`src/rtl/keypad_pkg.sv`:
```
// keypad_pkg
// Shared definitions for the matrix-keypad front end and its consumer
// (keypad_interpreter). Holds the 5-bit key codes, the per-frame scan
// result encoding, the scanner FSM state encoding and a helper that
// builds hex-digit codes.
//
// Key code format: bit 4 set marks a hex digit whose value is in bits [3:0];
// with bit 4 clear the code names a function key.

package keypad_pkg;

  // Function-key codes
  localparam logic [4:0] ADDKEY    = 5'b01010;
  localparam logic [4:0] SUBKEY    = 5'b00011;
  localparam logic [4:0] MULTKEY   = 5'b00010;
  localparam logic [4:0] EQUALSKEY = 5'b00100;
  localparam logic [4:0] BACKKEY   = 5'b00001;
  localparam logic [4:0] CAKEY     = 5'b01001;
  localparam logic [4:0] CEKEY     = 5'b01100;

  // Flag bit marking a hex-digit code
  localparam logic [4:0] HEXFLAG   = 5'b10000;

  // Number of keypad rows / columns
  localparam int unsigned NUM_ROWS = 5;
  localparam int unsigned NUM_COLS = 5;

  // Result of one full scan frame (all five columns)
  typedef enum logic [1:0] {
    FRAME_NONE   = 2'd0,
    FRAME_SINGLE = 2'd1,
    FRAME_MULTI  = 2'd2
  } frame_res_e;

  // Press/release debounce FSM
  typedef enum logic [1:0] {
    ST_IDLE       = 2'd0,
    ST_PRESS_DB   = 2'd1,
    ST_HELD       = 2'd2,
    ST_RELEASE_DB = 2'd3
  } scan_state_e;

  // Build the code of a hex digit key
  function automatic logic [4:0] hex_code(input logic [3:0] value);
    return HEXFLAG | {1'b0, value};
  endfunction

endpackage

```
`src/rtl/keypad_keymap.sv`:
```
// keypad_keymap
// Combinational key map: translates a matrix position (row, column) into
// a key code plus a valid flag. Positions that carry no key (row 4,
// columns 3..4, and any out-of-range index) report valid_o = 0 so that a
// press there is ignored by the scanner.
//
// Ports:
//   row_i   [2:0]  matrix row index (0..4)
//   col_i   [2:0]  matrix column index (0..4)
//   valid_o        position carries a mapped key
//   code_o  [4:0]  key code (zero when not valid)

module keypad_keymap
  import keypad_pkg::*;
(
  input  logic [2:0] row_i,
  input  logic [2:0] col_i,
  output logic       valid_o,
  output logic [4:0] code_o
);

  always_comb begin
    valid_o = 1'b0;
    code_o  = '0;
    if (row_i < 3'd4 && col_i < 3'd4) begin
      // 4x4 hex block: value = row*4 + col
      valid_o = 1'b1;
      code_o  = hex_code({row_i[1:0], col_i[1:0]});
    end else if (row_i < 3'd4 && col_i == 3'd4) begin
      valid_o = 1'b1;
      case (row_i[1:0])
        2'd0:    code_o = ADDKEY;
        2'd1:    code_o = SUBKEY;
        2'd2:    code_o = MULTKEY;
        default: code_o = EQUALSKEY;
      endcase
    end else if (row_i == 3'd4) begin
      case (col_i)
        3'd0: begin
          valid_o = 1'b1;
          code_o  = BACKKEY;
        end
        3'd1: begin
          valid_o = 1'b1;
          code_o  = CAKEY;
        end
        3'd2: begin
          valid_o = 1'b1;
          code_o  = CEKEY;
        end
        default: begin
          valid_o = 1'b0;
          code_o  = '0;
        end
      endcase
    end
  end

endmodule

```
`src/rtl/keypad_scanner.sv`:
```
// keypad_scanner
// Matrix-keypad front end. Drives the five columns low one at a time,
// samples the synchronized rows at the end of each column dwell, folds
// the five samples of a frame into NONE / SINGLE(code) / MULTI, and runs
// a press/release debounce FSM that emits one newkey pulse per accepted
// press.
//
// Parameters:
//   SCAN_DIV  clock cycles each column is driven (>= 4)
//   DEBOUNCE  identical frames needed to accept a press or a release (>= 1)
//
// Ports:
//   clk            system clock
//   rst_n          asynchronous active-low reset
//   row_n    [4:0] keypad rows, active-low, asynchronous to clk
//   col_n    [4:0] column drive, active-low, exactly one low
//   newkey         one-cycle pulse per accepted press
//   keycode  [4:0] code of the last accepted key
//   key_held       high from accept until the release is debounced

module keypad_scanner
  import keypad_pkg::*;
#(
  parameter int unsigned SCAN_DIV = 1000,
  parameter int unsigned DEBOUNCE = 4
) (
  input  logic       clk,
  input  logic       rst_n,
  input  logic [4:0] row_n,
  output logic [4:0] col_n,
  output logic       newkey,
  output logic [4:0] keycode,
  output logic       key_held
);

  localparam int unsigned DWW = $clog2(SCAN_DIV);
  localparam int unsigned DBW = $clog2(DEBOUNCE + 1);

  localparam logic [DWW-1:0] DWELL_LAST = DWW'(SCAN_DIV - 1);
  localparam logic [DBW-1:0] DB_TARGET  = DBW'(DEBOUNCE);
  localparam logic [DBW-1:0] DB_ONE     = DBW'(1);
  localparam logic [2:0]     COL_LAST   = 3'd4;

  // ---------------------------------------------------------------------
  // Row synchronizer (idle-high rows, so reset to all ones)
  // ---------------------------------------------------------------------
  logic [4:0] row_meta_q;
  logic [4:0] row_sync_q;

  always_ff @(posedge clk or negedge rst_n) begin
    if (!rst_n) begin
      row_meta_q <= '1;
      row_sync_q <= '1;
    end else begin
      row_meta_q <= row_n;
      row_sync_q <= row_meta_q;
    end
  end

  // ---------------------------------------------------------------------
  // Column scan: dwell counter and column index
  // ---------------------------------------------------------------------
  logic [DWW-1:0] dwell_q;
  logic [2:0]     col_idx_q;
  logic [2:0]     col_idx_d;
  logic [4:0]     col_n_q;
  logic [4:0]     col_n_d;
  logic           dwell_last;
  logic           frame_end;

  assign dwell_last = (dwell_q == DWELL_LAST);
  assign frame_end  = dwell_last && (col_idx_q == COL_LAST);

  always_comb begin
    col_idx_d = (col_idx_q == COL_LAST) ? 3'd0 : col_idx_q + 3'd1;
    col_n_d   = '1;
    for (int unsigned c = 0; c < NUM_COLS; c++) begin
      col_n_d[c] = (col_idx_d != 3'(c));
    end
  end

  // col_n is registered alongside the index so the pins only ever
  // change on a dwell boundary and never glitch through decode logic.
  always_ff @(posedge clk or negedge rst_n) begin
    if (!rst_n) begin
      dwell_q   <= '0;
      col_idx_q <= '0;
      col_n_q   <= 5'b11110;
    end else if (dwell_last) begin
      dwell_q   <= '0;
      col_idx_q <= col_idx_d;
      col_n_q   <= col_n_d;
    end else begin
      dwell_q   <= dwell_q + DWW'(1);
    end
  end

  // ---------------------------------------------------------------------
  // Per-column key decode: one keymap per row for the active column
  // ---------------------------------------------------------------------
  logic [4:0] map_valid;
  logic [4:0] map_code [NUM_ROWS];

  for (genvar r = 0; r < NUM_ROWS; r++) begin : g_map
    keypad_keymap u_keymap (
      .row_i   (3'(r)),
      .col_i   (col_idx_q),
      .valid_o (map_valid[r]),
      .code_o  (map_code[r])
    );
  end

  logic [2:0] col_hits;
  logic [4:0] col_code;

  always_comb begin
    col_hits = '0;
    col_code = '0;
    for (int unsigned r = 0; r < NUM_ROWS; r++) begin
      if (!row_sync_q[r] && map_valid[r]) begin
        col_hits = col_hits + 3'd1;
        col_code = map_code[r];
      end
    end
  end

  // ---------------------------------------------------------------------
  // Frame accumulator: saturating hit count (0, 1, 2+) and first code
  // ---------------------------------------------------------------------
  logic [1:0]  acc_cnt_q;
  logic [4:0]  acc_code_q;
  logic [3:0]  hit_total;
  logic [1:0]  acc_cnt_sat;
  logic [4:0]  frame_code;
  frame_res_e  frame_res;

  // The frame result combines the stored columns with the column being
  // sampled this cycle, so it is valid on the frame-end cycle itself.
  always_comb begin
    hit_total   = {2'b00, acc_cnt_q} + {1'b0, col_hits};
    acc_cnt_sat = (hit_total >= 4'd2) ? 2'd2 : hit_total[1:0];
    frame_code  = (acc_cnt_q != 2'd0) ? acc_code_q : col_code;
    if (hit_total == 4'd0) begin
      frame_res = FRAME_NONE;
    end else if (hit_total == 4'd1) begin
      frame_res = FRAME_SINGLE;
    end else begin
      frame_res = FRAME_MULTI;
    end
  end

  always_ff @(posedge clk or negedge rst_n) begin
    if (!rst_n) begin
      acc_cnt_q  <= '0;
      acc_code_q <= '0;
    end else if (dwell_last) begin
      if (col_idx_q == COL_LAST) begin
        acc_cnt_q  <= '0;
        acc_code_q <= '0;
      end else begin
        acc_cnt_q  <= acc_cnt_sat;
        acc_code_q <= frame_code;
      end
    end
  end

  // ---------------------------------------------------------------------
  // Debounce FSM (evaluated on frame-end cycles only)
  // ---------------------------------------------------------------------
  scan_state_e    state_q;
  scan_state_e    state_d;
  logic [4:0]     cand_q;
  logic [4:0]     cand_d;
  logic [DBW-1:0] cnt_q;
  logic [DBW-1:0] cnt_d;
  logic           newkey_q;
  logic           newkey_d;
  logic [4:0]     keycode_q;
  logic [4:0]     keycode_d;
  logic           held_q;
  logic           held_d;
  logic           accept;
  logic [4:0]     accept_code;

  always_comb begin
    state_d     = state_q;
    cand_d      = cand_q;
    cnt_d       = cnt_q;
    newkey_d    = 1'b0;
    keycode_d   = keycode_q;
    held_d      = held_q;
    accept      = 1'b0;
    accept_code = cand_q;

    if (frame_end) begin
      case (state_q)
        ST_IDLE: begin
          if (frame_res == FRAME_SINGLE) begin
            cand_d = frame_code;
            cnt_d  = DB_ONE;
            if (DEBOUNCE == 1) begin
              accept      = 1'b1;
              accept_code = frame_code;
            end else begin
              state_d = ST_PRESS_DB;
            end
          end
        end

        ST_PRESS_DB: begin
          if (frame_res == FRAME_SINGLE && frame_code == cand_q) begin
            if (cnt_q + DB_ONE == DB_TARGET) begin
              accept      = 1'b1;
              accept_code = cand_q;
            end else begin
              cnt_d = cnt_q + DB_ONE;
            end
          end else begin
            state_d = ST_IDLE;
            cnt_d   = '0;
          end
        end

        ST_HELD: begin
          if (frame_res == FRAME_NONE) begin
            if (DEBOUNCE == 1) begin
              held_d  = 1'b0;
              state_d = ST_IDLE;
              cnt_d   = '0;
            end else begin
              cnt_d   = DB_ONE;
              state_d = ST_RELEASE_DB;
            end
          end
        end

        ST_RELEASE_DB: begin
          if (frame_res == FRAME_NONE) begin
            if (cnt_q + DB_ONE == DB_TARGET) begin
              held_d  = 1'b0;
              state_d = ST_IDLE;
              cnt_d   = '0;
            end else begin
              cnt_d = cnt_q + DB_ONE;
            end
          end else begin
            state_d = ST_HELD;
            cnt_d   = '0;
          end
        end

        default: begin
          state_d = ST_IDLE;
          cnt_d   = '0;
        end
      endcase

      if (accept) begin
        newkey_d  = 1'b1;
        keycode_d = accept_code;
        held_d    = 1'b1;
        state_d   = ST_HELD;
        cnt_d     = '0;
      end
    end
  end

  always_ff @(posedge clk or negedge rst_n) begin
    if (!rst_n) begin
      state_q   <= ST_IDLE;
      cand_q    <= '0;
      cnt_q     <= '0;
      newkey_q  <= 1'b0;
      keycode_q <= '0;
      held_q    <= 1'b0;
    end else begin
      state_q   <= state_d;
      cand_q    <= cand_d;
      cnt_q     <= cnt_d;
      newkey_q  <= newkey_d;
      keycode_q <= keycode_d;
      held_q    <= held_d;
    end
  end

  assign col_n    = col_n_q;
  assign newkey   = newkey_q;
  assign keycode  = keycode_q;
  assign key_held = held_q;

endmodule
```
`config.mk`:
```
export PLATFORM = sky130hd
export DESIGN_NAME = keypad_scanner
export DESIGN_NICKNAME = d
export VERILOG_FILES = /design/src/rtl/keypad_pkg.sv /design/src/rtl/keypad_keymap.sv /design/src/rtl/keypad_scanner.sv
export SDC_FILE = /design/constraint.sdc
export NUM_CORES = 1
export LEC_CHECK = 0
export CAP_MARGIN = 40
export CORE_MARGIN = 3
export CORE_UTILIZATION = 45
export CTS_BUF_LIST = sky130_fd_sc_hd__clkbuf_4
export DETAILED_ROUTE_END_ITERATION = 8
export HOLD_SLACK_MARGIN = 0.03
export PLACE_DENSITY_LB_ADDON = 0.08
export SYNTH_ARGS = -nofsm -noshare
export SYNTH_HDL_FRONTEND = slang
export SYNTH_SLANG_ARGS = --single-unit
```
`constraint.sdc`:
```
create_clock -name clk -period 5.71 [get_ports clk]
set_clock_uncertainty 0.15 [all_clocks]
set_input_delay 1.142 -clock clk [delete_from_list [all_inputs] [get_ports clk]]
set_output_delay 1.142 -clock clk [all_outputs]
set_load 0.05 [all_outputs]
```
## Yosys cells after proc, flatten, opt, wreduce, memory -nomap -nowiden

Index checks and enable logic that the tools add are counted.
Widths: inputs -> output; s select.

| cells by class | value |
|---|---|
| add/subtract/negate cells | 8 |
| order comparisons | 2 |
| equal/unequal tests | 20 |
| multiplexer cells | 55 |
| reduce and logical (&&, ||, !) cells | 27 |

Operators with widths:

| cell | number |
|---|---|
| $mux 5 | 11 |
| $mux 3 | 13 |
| $mux 2 | 12 |
| $add 3x1->3 const B | 6 |
| $mux 1 | 14 |
| $ne 3x3->1 const B | 4 |
| $pmux 3 s4 | 1 |
| $pmux 4 s3 | 1 |
| $add 10x1->10 const B | 1 |
| $eq 10x10->1 const B | 1 |
| $mux 10 | 1 |
| $ne 4x4->1 const B | 2 |
| $pmux 2 s4 | 1 |
| $reduce_and 4->1 | 2 |
| $reduce_bool 2->1 | 4 |
| $logic_and 1x1->1 | 7 |
| $eq 3x3->1 const B | 2 |
| $ne 3x2->1 const B | 2 |
| $eq 5x5->1 | 1 |
| $logic_not 1->1 | 5 |
| $reduce_and 5->1 | 1 |
| $add 2x3->4 | 1 |
| $eq 2x1->1 const B | 2 |
| $eq 2x2->1 const B | 2 |
| 14 further kinds | 15 |

| storage, ports and cells | value |
|---|---|
| flip-flop bits (word level) | 52 |
| input port bits | 7 |
| output and inout bits | 12 |
| logic and storage cells | 125 |

## Depth between registers and ports, before layout

Gate-level depths: netlist (run 1).

| logic depth | value |
|---|---|
| depth after elaboration | 24 |
| gate-level depth with buffers | 24 |
| mapped depth without buffers | 23 |

## By module

A second synthesis (run 1) with hierarchy kept.

| unflattened totals | value |
|---|---|
| cell total of the unflattened synthesis | 459 |
| area, all modules | 3,992.6 um2 |

By module, submodules not included:

| module | instances | cells an instance | area an instance (um2) | sequential area each (um2) |
|---|---|---|---|---|
| keypad_scanner | 1 | 329 | 3,148.0 | 1,318.8 |
| keypad_keymap | 5 | 26 | 168.9 | 0.0 |

## Worst setup path after synthesis (run 1)

No wires, ideal clock.

| timing | value |
|---|---|
| path kind | register -> register |
| from | register col_idx_q[0] |
| to | register keycode_q[0] (netlist: keycode[0]) |
| setup time | 0.125 ns |
| data arrival time | 5.089 ns |
| required time | 5.435 ns |
| setup slack | 0.346 ns |
| cell stages (with the launch flop) | 24 |
| path buffers | 2 |
| period minus slack after synthesis | 5.364 ns |
| cells stage by stage | dfrtp_1 inv_1 ha_1 clkbuf_1 nor2b_1 nor2_1 ha_1 xnor2_1 inv_1 ha_1 mux2_2 ha_1 mux2_2 inv_1 fa_1 nor3b_1 nand3_1 and4b_1 nor4b_2 nor4_1 nand4_1 or2_1 buf_6 mux2_4 |

| on the way | value |
|---|---|
| longest elaborated chain between the ends | 23 |
| elaborated cells on any way between the ends | 51 |
| those cells by class | 5 x add/sub; 1 x order compare; 6 x eq/ne; 28 x mux; 11 x reduce/logical |

Ends and longest elaborated chain:

| what | RTL line | RTL |
|---|---|---|
| from (decl) | keypad_scanner.sv:64 | `logic [2:0] col_idx_q;` |
| from (signal assigned) | keypad_scanner.sv:91 | `col_idx_q <= col_idx_d;` |
| parallel branches: the longest is 22 deep, another holds $lt 3x3->1 | n/a |  |
| $reduce_and 2->1 (no source line) (*) | n/a |  |
| to (signal assigned) | keypad_scanner.sv:281 | `keycode_q <= keycode_d;` |
| to (decl) | keypad_scanner.sv:178 | `logic [4:0] keycode_q;` |

Mark *: on every way between the ends. The select of a mux whose other input is x is not followed.
A chain may end at the register's enable or synchronous reset.

## Worst setup path in the final report (run 1)

| timing | value |
|---|---|
| from | register col_idx_q[0] |
| to | register cnt_q[0] |

| on the way | value |
|---|---|
| longest elaborated chain between the ends | 24 |
| elaborated cells on any way between the ends | 59 |
| those cells by class | 5 x add/sub; 1 x order compare; 9 x eq/ne; 32 x mux; 12 x reduce/logical |

Ends and longest elaborated chain:

| what | RTL line | RTL |
|---|---|---|
| parallel branches: the longest is 24 deep, another holds $lt 3x3->1 | n/a |  |
| to (signal assigned) | keypad_scanner.sv:279 | `cnt_q <= cnt_d;` |
| to (decl) | keypad_scanner.sv:174 | `logic [DBW-1:0] cnt_q;` |

Several ways; the timed one is not identified. The select of a mux whose other input is x is not followed.

==> results of run 1 <==
-- worst reg2reg max path, stage by stage, from the launching register on --
cell	delay, ps
dfrtp_2	440
inv_1	90
ha_1	240
inv_1	80
nand2_1	60
nand2b_1	100
inv_1	50
ha_1	310
xnor2_2	200
inv_1	60
ha_1	270
mux2_2	270
ha_1	270
mux2_2	160
inv_1	50
fa_1	540
nor3b_2	210
nand3_1	140
and4b_1	280
nor4b_2	60
nor4_1	300
nand4_1	150
buf_4	190
a211o_2	280
a311oi_1	240
-- state kept, by name, indices dropped and copies added (netlist names), 3 cells and up --
register / flops
col_n: 5
row_meta_q: 5
col_idx_q: 3
row_sync_q: 5
cnt_q: 3
cand_q: 5
keycode: 5
acc_code_q: 5
dwell_q: 10
-- routing by layer --
layer	share of wire [%]	GRT usage (%)	up-vias	wire, um
li1	-	-	1096	-
met1	52	25.7	1067	2980
met2	43	24.8	42	2500
met3	4.0	4.18	4	229
met4	1.1	4.67	0	63
met5	0	0	-	0
-- path summary, 6_finish.rpt --
kind	endpoint	slack (ps)	startpoint	cells after the start
worst max-delay path	cnt_q[0]$_DFFE_PN0P_	440	col_idx_q[0]$_DFFE_PN0N_	24
worst min-delay path	row_sync_q[1]$_DFF_PN1_	220	row_meta_q[1]$_DFF_PN1_	0
min in group asynchronous	dwell_q[4]$_DFF_PN0_	710	rst_n	2
max in group asynchronous	col_idx_q[0]$_DFFE_PN0N_	4240	rst_n	2
worst max register to register	cnt_q[0]$_DFFE_PN0P_	440	col_idx_q[0]$_DFFE_PN0N_	24
worst min register to register	row_sync_q[1]$_DFF_PN1_	220	row_meta_q[1]$_DFF_PN1_	0
-- power by group through the flow --
| stage | Combinational, W | Sequential, W | Clock [W] |
|---|---|---|---|
| 2_1_floorplan | 0.0000499 | 0.000383 | 0 |
| 3_3_place_gp | 0.0000724 | 0.000385 | 0 |
| 3_5_place_dp | 0.0000739 | 0.000385 | 0 |
| 4_1_cts | 0.0000743 | 0.000379 | 0.000226 |
| 5_1_grt | 0.0000857 | 0.000380 | 0.000244 |
| 6_report | 0.0000743 | 0.000379 | 0.000218 |
-- kinds of logic (layout without fill, tap and decap cells) --
family                     count (synthesis)  in the layout
muxes                                     11             11
xor gates and xnor gates                  13             13
AOI/OAI and AO/OA                         68             68
DFF                                       52             52
adders and majority gates                 14             14
and+or+nand+nor                          111            111
buffers and inverters                     28             49
-- cells in the mapped netlist (all sizes together) (5+ instances only) --
| cell | n | area, um2 |
|---|---|---|
| o211ai | 5 | 37.5 |
| ha | 13 | 163 |
| xnor2 | 7 | 68.8 |
| clkbuf | 8 | 30.0 |
| nor3 | 9 | 45.0 |
| nand2 | 25 | 93.8 |
| nor2 | 28 | 105 |
| nand3 | 8 | 40.0 |
| nand2b | 5 | 31.3 |
| or2 | 6 | 37.5 |
| a21oi | 13 | 65.1 |
| xor2 | 6 | 52.6 |
| dfstp | 14 | 368 |
| mux2 | 9 | 120 |
| a31oi | 7 | 43.8 |
| o21ai | 19 | 95.1 |
| and3 | 6 | 42.5 |
| dfrtp | 38 | 951 |
| inv | 16 | 60.1 |
| nor2b | 5 | 33.8 |
-- layout by cell type (no fill, tap or decap), types with 5 or more instances in the layout --
master,count
clkbuf_4,6
a21oi_1,13
xnor2_1,5
nand2b_1,5
nand2_1,25
inv_1,16
xor2_1,6
mux2_4,5
dfrtp_1,37
clkdlybuf4s50_1,17
ha_1,13
a31oi_1,7
nand3_1,8
o211ai_1,5
nor3_1,9
o21ai_0,19
nor2_1,28
dfstp_2,14
and3_1,5
buf_4,7
-- through the flow --
| stage | cell area (um2) | setup WS (ps) |
|---|---|---|
| 4_1_cts | 3260 | 149 |
| 6_report | 3280 | 443 |
| 5_1_grt | 3280 | -4.92 |
| 3_5_place_dp | 3170 | 186 |
| 3_3_place_gp | 3170 | 383 |
| 2_1_floorplan | 2910 | 346 |
-- layout make-up --
type / instances / area, um2
Inverter: 16 / 60.1
Clock inverter: 2 / 38.8
Timing Repair Buffer: 25 / 228
Clock buffer: 6 / 45.0
Multi-Input combinational cell: 217 / 1500
Fill cell: 571 / 2810
Sequential cell: 52 / 1320
Tap cell: 75 / 93.8
==> flow_metrics.tcl, run 1 <==
set metrics [dict create \
    status "finished clean" \
    stdcell_count 393 \
    grt_overflow 0 \
    syn-mean-instance-area_um2 9.79 \
    critPathMaxStageDelay_ps 540 \
    grt_pass1_wl_um 10100 \
    post_cts_buffers 0 \
    timing.setup.tns_ps 0 \
    first_global_vias 2074 \
    period_minus_slack_ps 5270 \
    internal_power_w 0.000507 \
    ctsHoldBuffers 0 \
    grt_usage_pct 17.2 \
    setup_viol 0 \
    crit_path_end_kind "flop" \
    max-vdd-ir-drop_v 0.000142 \
    final_nets 338 \
    synthCells 297 \
    ys_async_sr_fraction_pct 100 \
    wl_per_cell_um 14.7 \
    yosysSeqAreaShare_pct 45.4 \
    critPathSlowestCell "fa_1" \
    max_slew.worst_pin.slew_ps 704 \
    ant_nets 0 \
    cp_common_cell "inv_1" \
    p_sw_share_pct 24.5 \
    row_count 28 \
    drv_slew 0 \
    yosys_warnings 0 \
    synth_xor_area_share_pct 4.17 \
    p_leak_nw 1.44 \
    gp_congestion 0.838 \
    drv_cap 0 \
    drive_above_1_share_pct 18.6 \
    hold_viol_final 0 \
    synth.cell_area_um2 2910 \
    placed_cells_incl_taps 385 \
    die_area_um2 7460 \
    num_io_pins 19 \
    hp-class "flop to flop" \
    post_drt_via_cell_ratio 5.62 \
    cts_buffer_depth 2 \
    cts_resized 0 \
    max_clock_freq_mhz 190 \
    synth_top_family_by_area "simple AND/OR/NAND/NOR gates" \
    drt_iter0_markers 129 \
    cp_top_family "adder cells" \
    drc 0 \
    synthAdderAreaFrac_pct 6.28 \
    ys_ff_latch 52 \
    cts_tree "built" \
    synthMuxAreaShare_pct 4.82 \
    vias 2209 \
    clock-root-buffer "clkbuf_4" \
    wl_um 5770 \
    cts_max_level 2 \
    syn2layout_area_growth_pct 12.9 \
    synth_compound_area_share_pct 15.5 \
    syn-num-nets 318 \
    pwr-share-comb_pct 11.1 \
    dp_hpwl_um 4260 \
    cts_buffers 5 \
    antenna_found_initial 0 \
    power_frac_seq_pct 56.4 \
    crit_type "flop to flop" \
    cp_cell_sequence "inv_1 > ha_1 > inv_1 > nand2_1 > nand2b_1 > inv_1 > ha_1 > xnor2_2 > inv_1 > ha_1 > mux2_2 > ha_1 > mux2_2 > inv_1 > fa_1 > nor3b_2 > nand3_1 > and4b_1 > nor4b_2 > nor4_1 > nand4_1 > buf_4 > a211o_2 > a311oi_1" \
    startpoint_type "flop" \
    initial_core_util_pct 47.7 \
    synth_edf_count 0 \
    first_pass_iters 5 \
    synth.distinct_cells 61 \
    worstPathMaxFanout 7 \
    clockPowerShare_pct 32.5 \
    fin_crit_sh_pct 92.2 \
    clock_latency_ps 380 \
    critical_path_arrival_ps 5410 \
    whs_ps 218 \
    diodes 0 \
    path_clk_slew_ps 150 \
    grt_max_degree 53 \
    core_area_um2 6100 \
    powerDensity_nw_per_um2 205 \
    finalCoreUtilization_pct 53.8 \
    max_slew_margin_pct 53.1 \
    port_buffers 18 \
    ys.flop_type "dfrtp_1" \
    switchingPower_w 0.000165 \
    critPathBufInv 6 \
    clkSinkCount 52 \
    yosys.area_share.simple_pct 19.9 \
    total_power_w 0.000672 \
    cp_data_required_time_ps 5850 \
    die_w_um 86.4 \
    die_h_um 86.4 \
]
No activity file was read; power rests on OpenSTA's default activity.
==> run 2, diff against run 1 <==
--- a/config.mk
+++ b/config.mk
@@ -11,7 +11,7 @@
 export CTS_BUF_LIST = sky130_fd_sc_hd__clkbuf_4
 export DETAILED_ROUTE_END_ITERATION = 8
 export HOLD_SLACK_MARGIN = 0.03
-export PLACE_DENSITY_LB_ADDON = 0.08
+export PLACE_DENSITY_LB_ADDON = 0.12
 export SYNTH_ARGS = -nofsm -noshare
 export SYNTH_HDL_FRONTEND = slang
 export SYNTH_SLANG_ARGS = --single-unit
==> run 2 against run 1 <==
Against the previous run:
- count of clock-buffer cells in the layout is the same
- combinational power shrank 0.9%
- clock power is essentially flat
- cell count is the same
- via count shrank 1.9%
- worst hold slack lost 2.9 ps
- design area shrank 0.46%
- sequential power is essentially flat
- flip-flop and latch count is the same
- non-clock buffer count is the same
- register-to-register slack lost 50 ps
- largest power group unchanged
==> flow_metrics.tcl, run 2 (synthesis gave the netlist of run 1 again) <==
set metrics [dict create \
    first_global_vias 2068 \
    grt_pass1_wl_um 9890 \
    endpoint "cnt_q[0]$_DFFE_PN0P_" \
    ant_nets 0 \
    timing.setup.tns_ps 0 \
    period_minus_slack_ps 5320 \
    dp_hpwl_um 4190 \
    core_area_um2 6100 \
    grt_usage_pct 16.5 \
    grt_overflow 0 \
    die_area_um2 7460 \
    largest_register_ffs 10 \
    die_w_um 86.4 \
    worst_r2r_startpoint "col_idx_q[0]$_DFFE_PN0N_" \
    post_drt_via_cell_ratio 5.51 \
    port_buffers 18 \
    cp_data_required_time_ps 5850 \
    hold_viol_final 0 \
    drt_iter0_markers 157 \
    syn2layout_area_growth_pct 12.3 \
    status "finished clean" \
    p_leak_nw 1.44 \
    cp.depth 22 \
    row_count 28 \
    cts_resized 0 \
    cp_top_family "adder cells" \
    ff2ff_setup_slack_ps 390 \
    worstPathMaxFanout 7 \
    pwr-share-comb_pct 11.0 \
    largest_register "dwell_q" \
    startpoint "col_idx_q[0]$_DFFE_PN0N_" \
    max_slew.worst_pin.slew_ps 675 \
    final_cell_mix "dfrtp_1 (37), nor2_1 (28), nand2_1 (25), o21ai_0 (19), clkdlybuf4s50_1 (17)" \
    max_slew_margin_pct 55.0 \
    num_io_pins 19 \
    vias 2166 \
    cp_common_cell "ha_1" \
    path_clk_slew_ps 150 \
    antenna_found_initial 0 \
    wl_um 5730 \
    internal_power_w 0.000506 \
    gp_congestion 0.841 \
    r2r_cells 22 \
    diodes 0 \
    drv_cap 0 \
    crit_type "flop to flop" \
    fin_crit_sh_pct 93.2 \
    post_cts_buffers 0 \
    drive_above_1_share_pct 17.6 \
    cts_max_level 2 \
    grt_max_degree 53 \
    clockPowerShare_pct 32.4 \
    clkSinkCount 52 \
    final_nets 338 \
    clock_latency_ps 380 \
    hp-class "flop to flop" \
    startpoint_type "flop" \
    setup_viol 0 \
    ctsHoldBuffers 0 \
    timing.rr.end "cnt_q[0]$_DFFE_PN0P_" \
    power_frac_seq_pct 56.6 \
    clock-root-buffer "clkbuf_4" \
    cts_buffer_depth 2 \
    max-vdd-ir-drop_v 0.000148 \
    initial_core_util_pct 47.7 \
    wl_per_cell_um 14.6 \
    critPathBufInv 4 \
    crit_path_end_kind "flop" \
    drv_slew 0 \
    drc 0 \
    max_clock_freq_mhz 188 \
    placed_area_um2 3170 \
    cp_cell_sequence "inv_1 > ha_1 > nor2b_1 > nor2_1 > ha_1 > xnor2_1 > inv_1 > ha_1 > mux2_2 > ha_1 > mux2_2 > inv_1 > fa_1 > nor3b_2 > nand3_1 > and4b_1 > nor4b_2 > nor4_1 > nand4_1 > buf_4 > a211o_2 > a311oi_1" \
    die_h_um 86.4 \
    grt_setup_unrepaired "no" \
    critPathMaxStageDelay_ps 540 \
    whs_path_depth 0 \
    switchingPower_w 0.000163 \
    critPathSlowestCell "fa_1" \
    critical_path_arrival_ps 5460 \
    cts_buffers 5 \
    cts_tree "built" \
    final_area_um2 3270 \
    final_common_cell "dfrtp_1" \
    first_pass_iters 4 \
    powerDensity_nw_per_um2 205 \
    p_sw_share_pct 24.3 \
]
run 2: changes by cell type in the layout (fill, tap and decap cells not counted):
cell      change
a211oi_1      +1
xnor2_1       +1
nor2b_1       +1
xnor2_2       -1
nor2b_2       -1
a211oi_2      -1
run 2: layout make-up:
type | instances | area [um2]
fillers | 583 | 2830
multi-input cells | 217 | 1480
flip-flops and latches | 52 | 1320
repair buffers | 25 | 228
well taps | 75 | 93.8
inverters | 16 | 60.1
clock buffers | 6 | 45.0
clock inverters | 2 | 38.8
run 2: worst register-to-register path, stage by stage (launching register included):
cell and delay, ps:
dfrtp_2 450, inv_1 90, ha_1 230, nor2b_1 190, nor2_1 80, ha_1 320, xnor2_1 240, inv_1 70
ha_1 290, mux2_2 280, ha_1 270, mux2_2 150, inv_1 50, fa_1 540, nor3b_2 200, nand3_1 110
and4b_1 270, nor4b_2 70, nor4_1 300, nand4_1 160, buf_4 190, a211o_2 280, a311oi_1 250
run 2: metal layers:
| layer | up-vias | share of wire [%] | track usage (%) |
|---|---|---|---|
| li1 | 1094 | - | - |
| met1 | 1016 | 51 | 24.4 |
| met2 | 51 | 43 | 24.7 |
| met3 | 5 | 4.7 | 2.76 |
| met4 | 0 | 1.0 | 5.38 |
| met5 | - | 0 | 0 |
run 2: worst min-delay path by stage:
stage / start / end / slack, ps
after floorplan: row_meta_q[0]$_DFF_PN1_ / row_sync_q[0]$_DFF_PN1_ / 200
after global placement: row_meta_q[3]$_DFF_PN1_ / row_sync_q[3]$_DFF_PN1_ / 200
after detailed placement: row_meta_q[1]$_DFF_PN1_ / row_sync_q[1]$_DFF_PN1_ / 200
after CTS: row_meta_q[1]$_DFF_PN1_ / row_sync_q[1]$_DFF_PN1_ / 220
after global routing: row_meta_q[3]$_DFF_PN1_ / row_sync_q[3]$_DFF_PN1_ / 220
final: row_meta_q[1]$_DFF_PN1_ / row_sync_q[1]$_DFF_PN1_ / 220
run 2: stage by stage:
| stage | power (W) | setup WS [ps] | hold WS (ps) | cells | util, % |
|---|---|---|---|---|---|
| after global routing | 0.000702 | 27.3 | 221 | 393 | 53.6 |
| final | 0.000669 | 388 | 216 | 393 | 53.6 |
| after global placement | 0.000457 | 413 | 196 | 385 | 52.1 |
| after detailed placement | 0.000459 | 235 | 197 | 385 | 52.1 |
| after CTS | 0.000678 | 201 | 217 | 393 | 53.4 |
| after floorplan | 0.000433 | 346 | 195 | 297 | - |
run 2: power by group through the flow:
stage / Sequential, W / Clock (W) / Combinational, W
after CTS: 0.000379 / 0.000225 / 0.0000743
after global placement: 0.000385 / 0 / 0.0000724
final: 0.000379 / 0.000216 / 0.0000736
after global routing: 0.000379 / 0.000237 / 0.0000856
after floorplan: 0.000383 / 0 / 0.0000499
after detailed placement: 0.000385 / 0 / 0.0000739
